## config.mk

```make
export PLATFORM = sky130hd
export DESIGN_NAME = cg_bank_arbiter
export DESIGN_NICKNAME = d
export VERILOG_FILES = /design/src/rtl/cg_bank_arbiter.sv
export SDC_FILE = /design/constraint.sdc
export NUM_CORES = 1
export LEC_CHECK = 0
export ABC_AREA = 0
export BUFFER_PORTS_ARGS = -buffer_cell sky130_fd_sc_hd__buf_2
export CAP_MARGIN = 20
export CORE_ASPECT_RATIO = 1.4
export CORE_MARGIN = 5
export CORE_UTILIZATION = 25
export DETAILED_ROUTE_END_ITERATION = 10
export PLACE_DENSITY_LB_ADDON = 0.1
export SLEW_MARGIN = 5
export SYNTH_ARGS = -nofsm -noshare
export SYNTH_HDL_FRONTEND = slang
export SYNTH_SLANG_ARGS = --single-unit
```

## constraint.sdc

```tcl
create_clock -name clk -period 2.7 [get_ports clk]
set_input_delay 0.54 -clock clk [delete_from_list [all_inputs] [get_ports clk]]
set_output_delay 0.54 -clock clk [all_outputs]
set_load 0.03 [all_outputs]
```

## src/rtl/cg_bank_arbiter.sv

```systemverilog
// Two-requester round-robin arbiter owning a 16-bit nibble-masked register bank with clock-gate enables.
// Latency: one IDLE cycle before ready; accepted beat visible on out and cg_en one cycle later.
// Backpressure: ready is a pure function of ownership; non-owner stalls until the burst ends via last or MAX_BURST.
module cg_bank_arbiter #(
    parameter int FORCE_MERGE = 1,  // 1: one shared enable for all nibbles, 0: per-nibble enables
    parameter int MAX_BURST   = 8   // beats per ownership before forced release, 2..15
) (
    input  logic        clk,
    input  logic        rst,
    input  logic        a_valid,
    input  logic        a_last,
    input  logic [3:0]  a_mask,
    input  logic [15:0] a_data,
    output logic        a_ready,
    input  logic        b_valid,
    input  logic        b_last,
    input  logic [3:0]  b_mask,
    input  logic [15:0] b_data,
    output logic        b_ready,
    output logic [15:0] out,
    output logic [3:0]  cg_en,
    output logic [1:0]  owner
);

    // State encoding doubles as the owner output, so 2'b11 is unreachable.
    typedef enum logic [1:0] {
        IDLE  = 2'b00,
        OWN_A = 2'b01,
        OWN_B = 2'b10
    } state_t;

    localparam logic [3:0] MAX_B = MAX_BURST[3:0];

    state_t      state_q, state_d;
    logic        rr_q, rr_d;        // 0: A wins a tie, 1: B wins a tie
    logic [3:0]  cnt_q, cnt_d;      // beats accepted in the current burst
    logic [15:0] out_q, out_d;
    logic [3:0]  cg_en_q, cg_en_d;

    // Beat selected from the current owner, shared by the datapath below.
    logic        beat_acc;
    logic [3:0]  beat_mask;
    logic [15:0] beat_data;
    logic [3:0]  cnt_inc;
    logic [3:0]  gate;

    assign cnt_inc = cnt_q + 4'd1;

    // Next-state, ready generation and owner beat selection.
    always_comb begin
        state_d   = state_q;
        rr_d      = rr_q;
        cnt_d     = cnt_q;
        a_ready   = 1'b0;
        b_ready   = 1'b0;
        beat_acc  = 1'b0;
        beat_mask = 4'h0;
        beat_data = 16'h0000;
        case (state_q)
            IDLE: begin
                // Grant costs one cycle; on a tie the rr pointer decides.
                if (a_valid && (!b_valid || !rr_q)) begin
                    state_d = OWN_A;
                    cnt_d   = 4'd0;
                end else if (b_valid) begin
                    state_d = OWN_B;
                    cnt_d   = 4'd0;
                end
            end
            OWN_A: begin
                a_ready = 1'b1;
                if (a_valid) begin
                    beat_acc  = 1'b1;
                    beat_mask = a_mask;
                    beat_data = a_data;
                    cnt_d     = cnt_inc;
                    // Forced release at MAX_BURST behaves exactly like last.
                    if (a_last || (cnt_inc == MAX_B)) begin
                        state_d = IDLE;
                        rr_d    = 1'b1;
                    end
                end
            end
            OWN_B: begin
                b_ready = 1'b1;
                if (b_valid) begin
                    beat_acc  = 1'b1;
                    beat_mask = b_mask;
                    beat_data = b_data;
                    cnt_d     = cnt_inc;
                    if (b_last || (cnt_inc == MAX_B)) begin
                        state_d = IDLE;
                        rr_d    = 1'b0;
                    end
                end
            end
            default: begin
                state_d = IDLE;
            end
        endcase
    end

    // Clock-gate enables: merged mode opens every nibble whenever any nibble is written.
    always_comb begin
        gate = 4'h0;
        if (FORCE_MERGE != 0) begin
            gate = {4{beat_acc && (beat_mask != 4'h0)}};
        end else if (beat_acc) begin
            gate = beat_mask;
        end
        cg_en_d = gate;
    end

    // Bank update: a gated nibble takes new data if masked in, otherwise reloads itself,
    // which keeps out identical between merged and per-nibble modes.
    always_comb begin
        out_d = out_q;
        for (int g = 0; g < 4; g++) begin
            if (gate[g] && beat_mask[g]) begin
                out_d[4*g +: 4] = beat_data[4*g +: 4];
            end else begin
                out_d[4*g +: 4] = out_q[4*g +: 4];
            end
        end
    end

    // State and datapath registers; reset overrides any beat presented in the same cycle.
    always_ff @(posedge clk) begin
        if (rst) begin
            state_q <= IDLE;
            rr_q    <= 1'b0;
            cnt_q   <= 4'd0;
            out_q   <= 16'h0000;
            cg_en_q <= 4'h0;
        end else begin
            state_q <= state_d;
            rr_q    <= rr_d;
            cnt_q   <= cnt_d;
            out_q   <= out_d;
            cg_en_q <= cg_en_d;
        end
    end

    assign out   = out_q;
    assign cg_en = cg_en_q;
    assign owner = state_q;

    // Ownership is exclusive and the unused encoding never appears.
    a_owner_legal : assert property (@(posedge clk) disable iff (rst) owner != 2'b11);
    a_ready_excl  : assert property (@(posedge clk) disable iff (rst) !(a_ready && b_ready));

endmodule

```

==> impl_metrics.env <==
export IMPL_area_growth_synth_to_final_pct=32.2
export IMPL_critical_path_arrival_ps=2080
export IMPL_final_max_tran_viols=0
export IMPL_path_max_fanout=17
export IMPL_post_cts_buffers=0
export IMPL_route_detailed_wl_per_inst_microns=14.8
export IMPL_post_synth_num_cell_types=30
export IMPL_syn_cell_area_sq_um=1350
export IMPL_share_of_the_cycle_needed_by_the_critical_path_after_routing=0.700
export IMPL_rows=31
export IMPL_core_sq_um=5200
export IMPL_post_dp_cell_area_sq_um=1710
export IMPL_drv_max_cap_violation_count=0
export IMPL_cts_buffers=3
export IMPL_design_die_area_sq_um=6970
export IMPL_ir_drop_uv=162
export IMPL_power_density_cell_area_nw_per_um2=581
export IMPL_timing_setup_tns_ps=0
export IMPL_drtIter0Drc=46
export IMPL_tritoncts="built"
export IMPL_num_io_pins=70
export IMPL_avgViaCountPerCell=4.97
export IMPL_grt_total_usage=0.120
export IMPL_die_y_microns=96.8
export IMPL_worst_setup_path_type="flip-flop to flip-flop"
export IMPL_worstPathRequired_ps=2890
export IMPL_syn_area_per_cell_sq_um=8.52
export IMPL_whs_ps=496
export IMPL_postCtsResizedCells=0
export IMPL_crit_path_start_kind="flip-flop"
export IMPL_buffer_ports_inserted=69
export IMPL_cts_reportedPaths_clkPinSlew_ps=100
export IMPL_wl_met2_microns=2120
export IMPL_clock_skew_final_ps=10.4
export IMPL_ctsRootBufferMaster="clkbuf_8"
export IMPL_cts_htree_levels=1
export IMPL_antenna_diode_count=0
export IMPL_grt_antenna_before_repair=0
export IMPL_postRouteAntennaNets=0
export IMPL_postCtsHoldBufs=0
export IMPL_detail_route_first_pass_iterations=4
export IMPL_n_fill_cell=575
export IMPL_initial_core_util=0.259
export IMPL_drt_wl_total_microns=4210
export IMPL_synth_edff_count=0
export IMPL_hold_class="flip-flop to flip-flop"
export IMPL_cts_sinks=24
export IMPL_ys_async_sr_fraction=0
export IMPL_cts_max_path_buffers=2
export IMPL_chipWidth_microns=72.0
export IMPL_yosysWarnings=0
export IMPL_final_hold_viols=0
export IMPL_grt_start_max_net_pins=27
export IMPL_postSynth_topFlopCell="dfxtp_1"
export IMPL_synth_seq_area_share=0.357
export IMPL_synth_cells=158
export IMPL_route_layer_met1_wl_microns=1780
export IMPL_run_status="complete, no violations"
export IMPL_relSlewSlack=0.545
export IMPL_grt_pass1_vias=1495
export IMPL_post_route_cells_drive_above_1_share=0.342
export IMPL_nNetsFinal=271
export IMPL_post_synth_top_area_fraction=0.357
export IMPL_drc=0
export IMPL_insertion_delay_ps=270
export IMPL_place_gp_congestion=0.676
export IMPL_netlist_top_cell_by_area="dfxtp_1"
export IMPL_ys_ff_latch=24
export IMPL_place_hpwl_microns=3290
export IMPL_critPathCaptureType="flip-flop"
export IMPL_rsz0062_at_grt="no"
export IMPL_number_of_vias_in_the_routed_layout=1416
export IMPL_synth_net_count=209
export IMPL_global_route_overflow_total=0
export IMPL_timing_final_crit_period_ps=1890
export IMPL_post_synth_main_area_contributors="dfxtp_1 (36%), a221oi_1 (10%), nor2b_1 (9.8%)"
export IMPL_grt_first_pass_wirelength_microns=6870
export IMPL_topmost_layer_with_routed_signal_wires="met4"
export IMPL_worst_slew_pin_transition_ps=682
export IMPL_design_area_sq_um=1780
export IMPL_fmaxAchievable_ghz=0.529
export IMPL_p_leak_nw=0.833
export IMPL_met3_wirelength_microns=270
export IMPL_setup_violations_final=0
power breakdown:
group          switching (W)  internal, W
clock network       0.000128     0.000198
logic               0.000192     0.000120
registers          0.0000186     0.000377
total               0.000339     0.000696
stage by stage:
stage               worst slack (ps)  std cells  total power [W]  utilization
floorplan                        619        158         0.000624            -
global placement                 820        281         0.000721        0.329
detailed placement               811        281         0.000719        0.329
CTS                              798        285          0.00105        0.343
global route                     659        285          0.00109        0.343
finish                           810        285          0.00103        0.343
per-layer routing:
layer / vias up / track usage
met5: - / 0
met4: 0 / 0.0304
met1: 657 / 0.140
met3: 4 / 0.0249
li1: 706 / -
met2: 49 / 0.217
registers in the layout (all words and copies together), names as in the netlist:
signal / cells
owner: 2
rr_q: 1
cg_en: 1
out: 16
cnt_q: 4
layout make-up:
type	count	area [sq um]	share of cell area
flip-flops and latches	24	480	0.270
clock buffers	3	41.3	0.0232
inverters	4	15.0	0.00843
repair buffers	69	345	0.194
well taps	66	82.6	0.0464
multi-input cells	118	786	0.441
clock inverters	1	30.0	0.0169
kinds of logic after synthesis:
group,synth area share
AND/OR/NAND/NOR,0.294
buffers and inverters,0.0595
AO/OA/AOI/OAI,0.229
flip-flops,0.357
adder cells (fa/ha/maj),0.0465
multiplexers,0.0149
synthesized netlist by cell type (all sizes together), types with 2 or more instances:
master / count
nand2b: 6
nand4: 3
clkbuf: 3
ha: 5
o41ai: 2
nand2: 7
o21ai: 8
nor2: 2
a21oi: 8
nor3: 16
mux2i: 2
inv: 4
and3: 9
o31ai: 2
nor2b: 21
a221oi: 16
dfxtp: 24
nand3: 2
and2: 3
buf: 9
worst paths after layout:
kind              endpoint  cells after the start     start  slack (ps)
setup reg to reg  cg_en[0]                      5  owner[0]         810
hold reg to reg       rr_q                      2      rr_q         500
hold / removal        rr_q                      2      rr_q         500
setup / recovery  cg_en[0]                      5  owner[0]         810
layout by cell type (no fill, tap or decap):
cell / Yosys / routed
a22o_1: 1 / 1
and2_1: 3 / 3
ha_1: 5 / 5
o41ai_1: 2 / 2
o2bb2a_4: 1 / 1
nor2_1: 2 / 2
and3_1: 9 / 9
buf_2: 4 / 69
a221oi_1: 16 / 16
nand2b_1: 6 / 6
nor2b_1: 21 / 21
a21oi_1: 8 / 8
o31ai_1: 2 / 2
a2111o_1: 1 / 1
inv_2: 1 / 1
o21ai_1: 5 / 5
nand2_1: 7 / 7
bufinv_16: 0 / 1
nand4_1: 3 / 3
o21ai_0: 3 / 3
dfxtp_1: 24 / 24
nor3_1: 16 / 16
o21a_1: 1 / 1
nand4b_1: 1 / 1
a21o_1: 1 / 1
nand3_1: 2 / 2
inv_1: 3 / 3
clkbuf_8: 0 / 3
mux2i_1: 2 / 2
worst max-delay path, cell delays in order, from the launching register on:
cell     delay [ps]
dfxtp_1         360
inv_1            90
ha_1            350
and2_1          610
o41ai_1         190
a21oi_1         210
No activity file was read; power rests on OpenSTA's default activity.
